**config.mk**
```make
export PLATFORM = sky130hd
export DESIGN_NAME = clock_set_ctrl
export DESIGN_NICKNAME = d
export VERILOG_FILES = /design/src/rtl/clock_pkg.sv /design/src/rtl/key_debounce.sv /design/src/rtl/clock_set_ctrl.sv
export SDC_FILE = /design/constraint.sdc
export NUM_CORES = 1
export LEC_CHECK = 0
export CAP_MARGIN = 20
export CORE_MARGIN = 4
export CORE_UTILIZATION = 31
export CTS_BUF_LIST = sky130_fd_sc_hd__clkbuf_16
export CTS_CLUSTER_DIAMETER = 40
export DETAILED_ROUTE_END_ITERATION = 7
export MAX_ROUTING_LAYER = met4
export PLACE_DENSITY = 0.48
export SYNTH_ARGS = -nofsm -noshare
export SYNTH_HDL_FRONTEND = slang
export SYNTH_SLANG_ARGS = --single-unit
export TNS_END_PERCENT = 20
```
**constraint.sdc**
```tcl
create_clock -name clk -period 3.69 [get_ports clk]
set_input_delay 0.738 -clock clk [delete_from_list [all_inputs] [get_ports clk]]
set_output_delay 0.738 -clock clk [all_outputs]
set_load 0.05 [all_outputs]
```
**src/rtl/clock_pkg.sv**
```systemverilog
// Shared definitions for the clock set-mode controller: FSM encoding, field codes,
// field widths and wrap limits.
package clock_pkg;

    typedef enum logic [2:0] {
        StRun,
        StSetHour,
        StSetMin,
        StSetDay,
        StSetMonth,
        StCommit
    } state_e;

    localparam int unsigned HOUR_W  = 5;
    localparam int unsigned MIN_W   = 6;
    localparam int unsigned DAY_W   = 5;
    localparam int unsigned MONTH_W = 4;

    localparam logic [HOUR_W-1:0]  HOUR_MAX  = 5'd23;
    localparam logic [MIN_W-1:0]   MIN_MAX   = 6'd59;
    localparam logic [DAY_W-1:0]   DAY_MAX   = 5'd30;
    localparam logic [MONTH_W-1:0] MONTH_MAX = 4'd11;

    localparam logic [2:0] FIELD_NONE   = 3'd0;
    localparam logic [2:0] FIELD_HOUR   = 3'd1;
    localparam logic [2:0] FIELD_MINUTE = 3'd2;
    localparam logic [2:0] FIELD_DAY    = 3'd3;
    localparam logic [2:0] FIELD_MONTH  = 3'd4;

endpackage

```
**src/rtl/key_debounce.sv**
```systemverilog
// Key conditioner: 2-flop synchroniser, tick-sampled majority filter and a one-clk
// rising-edge press pulse.
module key_debounce #(
    parameter int unsigned DEB_SAMPLES = 4
) (
    input  logic clk,
    input  logic rst_n,
    input  logic tick,
    input  logic key_raw,
    output logic press
);

    localparam int unsigned CNT_W = $clog2(DEB_SAMPLES + 1);

    logic [1:0]             sync_q;
    logic [DEB_SAMPLES-1:0] shift_q;
    logic [CNT_W-1:0]       ones;
    logic                   level;
    logic                   level_q;

    always_ff @(posedge clk or negedge rst_n) begin
        if (!rst_n) begin
            sync_q  <= '0;
            shift_q <= '0;
            level_q <= 1'b0;
        end else begin
            sync_q  <= {sync_q[0], key_raw};
            level_q <= level;
            if (tick) begin
                shift_q <= {shift_q[DEB_SAMPLES-2:0], sync_q[1]};
            end
        end
    end

    always_comb begin
        ones = '0;
        for (int i = 0; i < int'(DEB_SAMPLES); i++) begin
            ones = ones + CNT_W'(shift_q[i]);
        end
    end

    // Strict majority so a bouncing key that splits samples evenly stays released.
    assign level = (ones > CNT_W'(DEB_SAMPLES / 2));
    assign press = level & ~level_q;

endmodule

```
**src/rtl/clock_set_ctrl.sv**
```systemverilog
// Time/date set-mode controller: edits shadow copies of hour/minute/day/month while the
// timekeeping chain is frozen, then loads them back with a one-clk strobe.
module clock_set_ctrl
    import clock_pkg::*;
#(
    parameter int unsigned DEB_SAMPLES   = 4,
    parameter int unsigned TIMEOUT_TICKS = 2048,
    parameter int unsigned BLINK_TICKS   = 256
) (
    input  logic               clk,
    input  logic               rst_n,
    input  logic               tick,
    input  logic               key_mode,
    input  logic               key_inc,
    input  logic [HOUR_W-1:0]  cur_hour,
    input  logic [MIN_W-1:0]   cur_minute,
    input  logic [DAY_W-1:0]   cur_day,
    input  logic [MONTH_W-1:0] cur_month,
    output logic               run_en,
    output logic               load_stb,
    output logic [HOUR_W-1:0]  load_hour,
    output logic [MIN_W-1:0]   load_minute,
    output logic [DAY_W-1:0]   load_day,
    output logic [MONTH_W-1:0] load_month,
    output logic [2:0]         field_sel,
    output logic               blink,
    output logic               abort_stb
);

    localparam int unsigned TMO_W = $clog2(TIMEOUT_TICKS);
    localparam int unsigned BLK_W = $clog2(BLINK_TICKS);

    state_e state_q, state_d;

    logic mode_press, inc_press, any_press, in_set, timeout_hit, edit;

    logic [HOUR_W-1:0]  hour_q;
    logic [MIN_W-1:0]   minute_q;
    logic [DAY_W-1:0]   day_q;
    logic [MONTH_W-1:0] month_q;
    logic [TMO_W-1:0]   tmo_q;
    logic [BLK_W-1:0]   blk_cnt_q;
    logic               blink_q;
    logic               abort_q;

    key_debounce #(.DEB_SAMPLES(DEB_SAMPLES)) u_deb_mode (
        .clk     (clk),
        .rst_n   (rst_n),
        .tick    (tick),
        .key_raw (key_mode),
        .press   (mode_press)
    );

    key_debounce #(.DEB_SAMPLES(DEB_SAMPLES)) u_deb_inc (
        .clk     (clk),
        .rst_n   (rst_n),
        .tick    (tick),
        .key_raw (key_inc),
        .press   (inc_press)
    );

    assign any_press = mode_press | inc_press;
    assign in_set    = (state_q == StSetHour) || (state_q == StSetMin) ||
                       (state_q == StSetDay)  || (state_q == StSetMonth);
    // A press on the expiring tick keeps the user in set mode.
    assign timeout_hit = in_set && tick && !any_press &&
                         (tmo_q == TMO_W'(TIMEOUT_TICKS - 1));
    // Mode wins over a coincident inc press.
    assign edit = in_set && inc_press && !mode_press;

    always_ff @(posedge clk or negedge rst_n) begin
        if (!rst_n) begin
            state_q <= StRun;
        end else begin
            state_q <= state_d;
        end
    end

    always_comb begin
        state_d = state_q;
        unique case (state_q)
            StRun:      if (mode_press) state_d = StSetHour;
            StSetHour:  if (mode_press) state_d = StSetMin;   else if (timeout_hit) state_d = StRun;
            StSetMin:   if (mode_press) state_d = StSetDay;   else if (timeout_hit) state_d = StRun;
            StSetDay:   if (mode_press) state_d = StSetMonth; else if (timeout_hit) state_d = StRun;
            StSetMonth: if (mode_press) state_d = StCommit;   else if (timeout_hit) state_d = StRun;
            StCommit:   state_d = StRun;
            default:    state_d = StRun;
        endcase
    end

    always_comb begin
        run_en    = (state_q == StRun) || (state_q == StCommit);
        load_stb  = (state_q == StCommit);
        field_sel = FIELD_NONE;
        unique case (state_q)
            StSetHour:  field_sel = FIELD_HOUR;
            StSetMin:   field_sel = FIELD_MINUTE;
            StSetDay:   field_sel = FIELD_DAY;
            StSetMonth: field_sel = FIELD_MONTH;
            default:    field_sel = FIELD_NONE;
        endcase
    end

    always_ff @(posedge clk or negedge rst_n) begin
        if (!rst_n) begin
            hour_q   <= '0;
            minute_q <= '0;
            day_q    <= '0;
            month_q  <= '0;
        end else if (state_q == StRun && mode_press) begin
            hour_q   <= cur_hour;
            minute_q <= cur_minute;
            day_q    <= cur_day;
            month_q  <= cur_month;
        end else if (edit) begin
            unique case (state_q)
                StSetHour:  hour_q   <= (hour_q == HOUR_MAX)    ? '0 : hour_q + HOUR_W'(1);
                StSetMin:   minute_q <= (minute_q == MIN_MAX)   ? '0 : minute_q + MIN_W'(1);
                StSetDay:   day_q    <= (day_q == DAY_MAX)      ? '0 : day_q + DAY_W'(1);
                StSetMonth: month_q  <= (month_q == MONTH_MAX)  ? '0 : month_q + MONTH_W'(1);
                default:    ;
            endcase
        end
    end

    always_ff @(posedge clk or negedge rst_n) begin
        if (!rst_n) begin
            tmo_q     <= '0;
            blk_cnt_q <= '0;
            blink_q   <= 1'b0;
            abort_q   <= 1'b0;
        end else begin
            abort_q <= timeout_hit;
            if (!in_set || any_press || state_d != state_q) begin
                tmo_q     <= '0;
                blk_cnt_q <= '0;
                blink_q   <= 1'b0;
            end else if (tick) begin
                tmo_q <= tmo_q + TMO_W'(1);
                if (blk_cnt_q == BLK_W'(BLINK_TICKS - 1)) begin
                    blk_cnt_q <= '0;
                    blink_q   <= ~blink_q;
                end else begin
                    blk_cnt_q <= blk_cnt_q + BLK_W'(1);
                end
            end
        end
    end

    assign load_hour   = hour_q;
    assign load_minute = minute_q;
    assign load_day    = day_q;
    assign load_month  = month_q;
    assign blink       = blink_q;
    assign abort_stb   = abort_q;

endmodule
```
==> results.json <==
{
  "ys_seq_elements": 58,
  "r2r_slack_ns": 0.48,
  "antenna_violating_nets_post_route": 0,
  "mostFrequentLayoutCell": "sky130_fd_sc_hd__dfrtp_1",
  "synth_edf_count": 0,
  "mean_post_synth_cell_area_um2": 9.507,
  "rr_worst_depth": 10,
  "hold_viol": 0,
  "synth_compound_gate_area_share": 0.08599,
  "simple_gate_portion_of_the_synthesized_area": 0.2487,
  "cts-root-to-sink-buffers": 2,
  "antennaDiodeCount": 0,
  "ys_async_sr_fraction": 1.000,
  "vias_per_cell": 4.757,
  "holdCritPathClass": "reg2reg",
  "cellLeakagePower_nw": 1.692,
  "final.period_utilization": 0.8695,
  "grt_max_degree": 41,
  "hold_depth": 0,
  "layout.cells.most_common_list": "sky130_fd_sc_hd__dfrtp_1 (58), sky130_fd_sc_hd__clkdlybuf4s50_1 (50), sky130_fd_sc_hd__nor2_1 (41), sky130_fd_sc_hd__nand2_1 (30), sky130_fd_sc_hd__inv_1 (21)",
  "cts-buffers-inserted": 9,
  "worstSetupPathType": "reg2reg",
  "grt_use_total": 0.1305,
  "synth.net_count": 366,
  "flow.area_growth_from_synthesis_pct": 29.07,
  "net_count_of_the_finished_layout": 417,
  "cts_tree": "yes",
  "power_density_nw_per_um2": 817.0,
  "timing_worst_slew_pin_value_ns": 0.6494,
  "cts_resized": 0,
  "wire_length_of_the_first_global_routing_pass_um": 11650,
  "postCtsSetupRepairBufs": 0,
  "rsz0062_at_grt": "no",
  "hold_bufs_inserted_after_cts": 0,
  "synth.distinct_cells": 42,
  "cp.required_ns": 3.93,
  "antenna_found_initial": 0,
  "finalClockSkew_ns": 0.007229,
  "hpwl_um": 4706,
  "synth.cell_area_um2": 3099,
  "synth_fa_ha_area_frac": 0.06540,
  "synthDominantAreaCellType": "sky130_fd_sc_hd__dfrtp_1",
  "fin_setup_tns_ns": 0,
  "dominant_synthesized_flop_cell": "sky130_fd_sc_hd__dfrtp_1",
  "ys.warnings.count": 0,
  "root_buffer_selected_by_cts": "sky130_fd_sc_hd__clkbuf_16",
  "top_level_ports": 52,
  "finalMaxSlewViolations": 0,
  "synth_top_area_frac": 0.4683,
  "h-tree-depth": 3,
  "relSlewSlack": 0.5662,
  "synthesis.instances": 326,
  "clk_pin_slew_ns": 0.05,
  "fillerInstances": 983,
  "final_wtd_congestion": 0.7605,
  "fp.coreArea_um2": 9774,
  "drt_pre_antenna_iters": 4,
  "die_w_um": 108.0,
  "synth_top_family_by_area": "simple AND/OR/NAND/NOR gates",
  "post_drt_wl_per_cell_um": 13.16,
  "run_status": "complete, no violations",
  "routed-via-count": 2450,
  "post_route_cells_drive_above_1_share": 0.07068,
  "grt_pass1_vias": 2372,
  "drv.max_cap_violation_count": 0,
  "clk-insertion-delay-late_ns": 0.32,
  "synthTopCellsByArea": "sky130_fd_sc_hd__dfrtp_1 (47%), sky130_fd_sc_hd__ha_1 (5.2%), sky130_fd_sc_hd__nor2_1 (5.0%)",
  "crit_arrival_ns": 3.45,
  "cts.sinks": 58,
  "drt_first_iter_violations": 87,
  "route.final.wire_length_um": 6775,
  "crit_path_start_kind": "flip-flop",
  "synth-xor-area-share": 0.05369,
  "die-height_um": 108.0,
  "globalRoute.totalOverflow": 0,
  "detail_route.drc_violations": 0,
  "cp-end-kind": "flip-flop",
  "total_number_of_placement_rows": 36,
  "final_power_mw": 3.268,
  "path_max_fanout": 17,
  "utilization": 0.4092,
  "fmaxAchievable_mhz": 311.7,
  "synth.mux.area_fraction": 0.02745,
  "finalCriticalPeriod_ns": 3.209,
  "initial_core_util": 0.3171,
  "vdd.ir_drop.worst_v": 0.0003328,
  "portBuffers": 51,
  "seq_area_frac_synth": 0.4683,
  "floorplan.die_area_um2": 11660,
  "setup_viol": 0
}
[final cells by class]
cell class,count,area (um2),area share
Clock buffer,9,225.2,0.05630
Sequential cell,58,1451,0.3628
Clock inverter,7,52.55,0.01314
Inverter,19,71.32,0.01783
Tap cell,133,166.4,0.04160
Timing Repair Buffer,55,535.5,0.1339
Multi-Input combinational cell,234,1498,0.3744
[per-layer routing]
layer,global-route usage,wire [um],vias up
met4,0.04509,59,0
met2,0.2007,3142,61
met5,-,0,-
li1,-,-,1236
met1,0.1623,3101,1149
met3,0.04239,472,4
[metrics by stage]
step           hold WS [ns]  setup WS, ns  instances  area, um2
2_1_floorplan        0.3312        0.8193        326       3099
3_3_place_gp         0.3353        0.5750        499       3722
3_5_place_dp         0.3363        0.4755        499       3722
4_1_cts              0.3477        0.4653        515       4000
5_1_grt              0.3484        0.1893        515       4000
6_report             0.3464        0.4814        515       4000
[critical path, stage by stage, from the launching register on]
cell and delay (ns):
sky130_fd_sc_hd__dfrtp_1 0.39, sky130_fd_sc_hd__ha_1 0.28, sky130_fd_sc_hd__inv_1 0.04, sky130_fd_sc_hd__fa_1 0.38
sky130_fd_sc_hd__inv_1 0.07, sky130_fd_sc_hd__ha_1 0.11, sky130_fd_sc_hd__and3b_1 0.16, sky130_fd_sc_hd__or3_1 0.43
sky130_fd_sc_hd__nand4b_1 0.47, sky130_fd_sc_hd__or4_1 0.62, sky130_fd_sc_hd__a31oi_1 0.17
[Yosys cell counts (6+ instances only)]
cell type                  number
sky130_fd_sc_hd__o21ai_0       19
sky130_fd_sc_hd__nor2_1        41
sky130_fd_sc_hd__nor2b_1        6
sky130_fd_sc_hd__xor2_1        11
sky130_fd_sc_hd__or4_1          6
sky130_fd_sc_hd__nor3_1         7
sky130_fd_sc_hd__nand4_1       10
sky130_fd_sc_hd__a21oi_1        6
sky130_fd_sc_hd__a31oi_1       10
sky130_fd_sc_hd__inv_1         19
sky130_fd_sc_hd__dfrtp_1       58
sky130_fd_sc_hd__clkbuf_1       7
sky130_fd_sc_hd__nand3_1       19
sky130_fd_sc_hd__xnor2_1        8
sky130_fd_sc_hd__or3_1          6
sky130_fd_sc_hd__ha_1          13
sky130_fd_sc_hd__nand2_1       30
[power by group]
part           internal, mW  switching, mW  leakage, nW
clock                 0.507          0.271        0.142
sequential            0.801          0.218        0.729
combinational         0.520          0.952        0.820
[flip-flops by register name, summed over array words and instances (netlist names), 2 cells and up]
register            count
blk_cnt_q               8
load_day                5
load_hour               5
load_minute             6
load_month              4
state_q                 3
tmo_q                  11
u_deb_inc.shift_q       4
u_deb_inc.sync_q        2
u_deb_mode.shift_q      4
u_deb_mode.sync_q       2
[cell families after synthesis]
| group | Yosys count |
|---|---|
| xor+xnor | 19 |
| simple gates | 148 |
| fa+ha+maj | 15 |
| compound gates | 44 |
| mux | 8 |
| buf+inv | 34 |
| flops | 58 |
[path summary, 6_finish.rpt]
check / to / from
max: load_minute[5]$_DFFE_PN0P_ / u_deb_mode.shift_q[0]$_DFFE_PN0P_
min: u_deb_inc.sync_q[1]$_DFF_PN0_ / u_deb_inc.sync_q[0]$_DFF_PN0_
max reg2reg: load_minute[5]$_DFFE_PN0P_ / u_deb_mode.shift_q[0]$_DFFE_PN0P_
min reg2reg: u_deb_inc.sync_q[1]$_DFF_PN0_ / u_deb_inc.sync_q[0]$_DFF_PN0_
max in group asynchronous: tmo_q[1]$_DFFE_PN0P_ / rst_n
min in group asynchronous: load_minute[3]$_DFFE_PN0P_ / rst_n
No activity file was read; power rests on OpenSTA's default activity.
==> RTL edit 1, RTL diff (same settings) <==
Re-encode `state_e` (6 states) as one-hot, 6 bits wide.
--- a/src/rtl/clock_pkg.sv
+++ b/src/rtl/clock_pkg.sv
@@ -2,13 +2,13 @@
 // field widths and wrap limits.
 package clock_pkg;
 
-    typedef enum logic [2:0] {
-        StRun,
-        StSetHour,
-        StSetMin,
-        StSetDay,
-        StSetMonth,
-        StCommit
+    typedef enum logic [5:0] {
+        StRun      = 6'b000001,
+        StSetHour  = 6'b000010,
+        StSetMin   = 6'b000100,
+        StSetDay   = 6'b001000,
+        StSetMonth = 6'b010000,
+        StCommit   = 6'b100000
     } state_e;
 
     localparam int unsigned HOUR_W  = 5;
Check against the original RTL: same outputs for any inputs over 10 cycles, from zero or initial values and one cycle with rst_n low; not proved beyond that.
==> RTL edit 1 against the original RTL <==
Design area grew 8.7%. Worst setup slack better by 45 ps. Routed wire length increased by 12%. Critical path type unchanged. Total power increased by 3.6%. Sequential cell count up 3. Synthesized area rose by 8.4%. Largest cell class unchanged. Sequential share of layout area down 1.2 points. Synthesized cell count increased by 7.1%.
==> RTL edit 1: results <==
set metrics [dict create \
    num-fill-cells 1060 \
    cp_slowest_cell "or4b_1" \
    place_congestion 0.780 \
    swShare_pct 41.7 \
    crit_start "u_deb_inc.shift_q[0]$_DFFE_PN0P_" \
    syn_area_per_cell_um2 9.62 \
    fin_ws_ps 527 \
    cts-buffers-inserted 9 \
    synth.area.top_cells "dfrtp_1 (45%), nor2_1 (5.6%), ha_1 (4.8%), nand2_1 (3.1%), o21ai_0 (2.8%)" \
    syn-num-nets 389 \
    crit_fanout 11 \
    dp_hpwl_um 5440 \
    slowest_delay_ps 580 \
    ir_drop_mv 0.376 \
    worst_pin_slew_ps 723 \
    post-cts-setup-buffer-count 0 \
    worstHoldPathType "in2async" \
    htreeDepth 3 \
    hold_ws_ps 324 \
    grt_max_degree 35 \
    r2r_end "load_minute[2]$_DFFE_PN0P_" \
    place_ws_ps 508 \
    synthTopCellsByCount "dfrtp_1 (60), nor2_1 (50), nand2_1 (28), o21ai_0 (19), inv_1 (17)" \
    drtIter0Drc 85 \
    post_dp_cell_area_um2 4030 \
    avgViaCountPerCell 4.99 \
    yosysSeqAreaShare_pct 45.5 \
    synth.distinct_cells 55 \
    diodes 0 \
    wl_per_cell_um 13.8 \
    path_class "reg2reg" \
    grtUsageTotal_pct 13.3 \
    fin_worst_skew_ps 6.15 \
    vias 2727 \
    synth_async_sr_flop_share_pct 100 \
    cts_resized 0 \
    timing.reg2reg.setup_slack_ps 530 \
    path_clk_slew_ps 50 \
    outcome "finished, final reports clean" \
    p_leak_nw 1.81 \
    grt_pass1_wl_um 13400 \
    nNetsFinal 446 \
    drive_gt1_share_pct 10.5 \
    dpl.cell_count 531 \
]
## RTL edit 1: cell count changes after synthesis, moves of 4 or more
cell,delta
a21oi_1,+5
or4_1,-5
mux2_2,+4
xor2_1,-4
nand3_1,-5
nand4_1,-4
nor2_1,+9
## RTL edit 1: metal layers
layer | wire length (um) | part of all wire (%) | vias to the layer above | global-route usage [%]
met1 | 3620 | 48 | 1296 | 17.3
li1 | - | - | 1360 | -
met4 | 137 | 1.8 | 0 | 4.73
met3 | 413 | 5.5 | 17 | 3.72
met2 | 3400 | 45 | 54 | 19.8
met5 | 0 | 0 | - | -
## RTL edit 1: area by class of cell
class                   count  area [um^2]  area share [%]
multi-input cells         260         1720            39.6
inverters                  17         63.8            1.47
well taps                 136          170            3.91
clock buffers               9          225            5.18
flip-flops and latches     61         1530            35.1
clock inverters             7         91.3            2.10
repair buffers             57          551            12.7
## RTL edit 1: power by group through the flow
stage               combinational, mW  clock [mW]  sequential, mW
finish                           1.48       0.889            1.02
global route                     1.61       0.947            1.06
CTS                              1.50       0.916            1.02
floorplan                       0.682           0            1.35
global placement                 1.48           0            1.03
detailed placement               1.49           0            1.03
## RTL edit 1: critical path: cells and delay by family (launching register included)
kind / cells / cell delay, ps
flip-flops: 1 / 390
adder cells (fa/ha/maj): 3 / 870
buffers and inverters: 2 / 120
AND/OR/NAND/NOR: 4 / 1530
AO/OA/AOI/OAI: 1 / 170
## RTL edit 1: logic make-up after synthesis
family	synth area share [%]
muxes	4.17
xor gates and xnor gates	4.43
adders and majority gates	6.04
DFF	45.5
buffers and inverters	3.28
and+or+nand+nor	25.1
AOI/OAI and AO/OA	11.5
==> RTL edit 2, RTL diff (same flow settings) <==
Made on the original files. `DEB_SAMPLES` is set to 4 in 2 places; all go to 2.
--- a/src/rtl/key_debounce.sv
+++ b/src/rtl/key_debounce.sv
@@ -1,7 +1,7 @@
 // Key conditioner: 2-flop synchroniser, tick-sampled majority filter and a one-clk
 // rising-edge press pulse.
 module key_debounce #(
-    parameter int unsigned DEB_SAMPLES = 4
+    parameter int unsigned DEB_SAMPLES = 2
 ) (
     input  logic clk,
     input  logic rst_n,
--- a/src/rtl/clock_set_ctrl.sv
+++ b/src/rtl/clock_set_ctrl.sv
@@ -3,7 +3,7 @@
 module clock_set_ctrl
     import clock_pkg::*;
 #(
-    parameter int unsigned DEB_SAMPLES   = 4,
+    parameter int unsigned DEB_SAMPLES   = 2,
     parameter int unsigned TIMEOUT_TICKS = 2048,
     parameter int unsigned BLINK_TICKS   = 256
 ) (
Behaviour: not the same (a bounded check fails within 10 cycles, from zero or initial values and one cycle with rst_n low).
==> RTL edit 2 against the original RTL <==
Sequential power fell by 8%. Design area fell by 9.7%. Worst setup slack gained 240 ps. Routed wire length is 5.8% lower. Clock skew is 3.1 ps lower. Synthesized area down 7.0%. Sequential cell count down 4. Total power is 19% lower. Critical path type is now reg2out. Largest power group unchanged.
==> RTL edit 2: results <==
set metrics [dict create \
    yosysSeqAreaShare_pct 46.9 \
    slowest_delay_ps 800 \
    cts-buffers-inserted 5 \
    grt_max_degree 37 \
    wl_um 6380 \
    crit_family "buffers and inverters" \
    place_congestion 0.791 \
    synth.area.top_cells "dfrtp_1 (47%), nor2_1 (4.4%), nand3_1 (3.5%), nand2_1 (3.3%), ha_1 (3.0%)" \
    arrival_ps 2230 \
    synthMuxAreaShare_pct 4.34 \
    synthTopCellsByCount "dfrtp_1 (54), nor2_1 (34), nand2_1 (25), nand3_1 (20), o21ai_0 (12)" \
    worst_pin_slew_ps 816 \
    htreeDepth 2 \
    p_leak_nw 1.47 \
    timing.reg2reg.setup_slack_ps 1680 \
    drive_gt1_share_pct 8.48 \
    outcome "finished, final reports clean" \
    firstDrtPassIters 4 \
    dp_hpwl_um 4740 \
    post_dp_cell_area_um2 3470 \
    clk_latency_ps 290 \
    syn_inst 291 \
    synth.distinct_cells 60 \
    grt_pass1_wl_um 11000 \
    cp_slowest_cell "clkdlybuf4s50_1" \
    syn-num-nets 323 \
    nNetsFinal 373 \
    path_clk_slew_ps 70 \
    synth_compound_area_share_pct 11.8 \
    fin_worst_skew_ps 4.15 \
    synth_fa_ha_area_share_pct 3.04 \
    grtUsageTotal_pct 12.4 \
    dpl.cell_count 442 \
    ir_drop_mv 0.246 \
]
## RTL edit 2: cell types whose count changed after synthesis, moves of 6 or more
cell      before  now
inv_1         19    6
nor2_1        41   34
o21ai_0       19   12
a31oi_1       10    4
clkbuf_1       7    1
ha_1          13    7
## RTL edit 2: area by class of cell
class,instances,area [um^2]
Sequential cell,54,1350
Clock inverter,3,12.5
Timing Repair Buffer,54,528
Clock buffer,5,125
Inverter,6,22.5
Fill cell,918,5280
Multi-Input combinational cell,220,1440
Tap cell,108,135
## RTL edit 2: cells by family after synthesis
family / Yosys count
fa+ha+maj: 7
xor+xnor: 15
buf+inv: 17
flops: 54
simple gates: 136
compound gates: 50
mux: 12
## RTL edit 2: where the power goes
part | leakage [nW] | internal [mW] | switching [mW] | total [mW]
Sequential | 0.686 | 0.737 | 0.199 | 0.935
Combinational | 0.708 | 0.473 | 0.806 | 1.28
Clock | 0.0724 | 0.246 | 0.201 | 0.447
## RTL edit 2: per-stage QoR
| stage | setup slack [ps] | utilization (%) | hold WS, ps |
|---|---|---|---|
| after floorplan | 1320 | - | 331 |
| after global placement | 976 | 39.1 | 348 |
| after detailed placement | 888 | 39.1 | 347 |
| after CTS | 686 | 40.6 | 354 |
| after global routing | 654 | 40.6 | 357 |
| final | 724 | 40.6 | 353 |
## RTL edit 2: final timing paths
| check | cells after the start | end | start |
|---|---|---|---|
| max in group asynchronous | 2 | load_month[3]$_DFFE_PN0P_ | rst_n |
| worst max register to register | 5 | load_month[3]$_DFFE_PN0P_ | u_deb_mode.level_q$_DFF_PN0_ |
| worst min-delay path | 0 | u_deb_mode.sync_q[1]$_DFF_PN0_ | u_deb_mode.sync_q[0]$_DFF_PN0_ |
| min in group asynchronous | 1 | load_minute[3]$_DFFE_PN0P_ | rst_n |
| worst min register to register | 0 | u_deb_mode.sync_q[1]$_DFF_PN0_ | u_deb_mode.sync_q[0]$_DFF_PN0_ |
| worst max-delay path | 3 | field_sel[2] | state_q[2]$_DFF_PN0_ |
## RTL edit 2: metal layers
metal	part of all wire, %	track usage (%)
met3	5.0	2.86
met1	48	16.0
met5	0	-
met2	46	19.9
met4	0.92	2.94
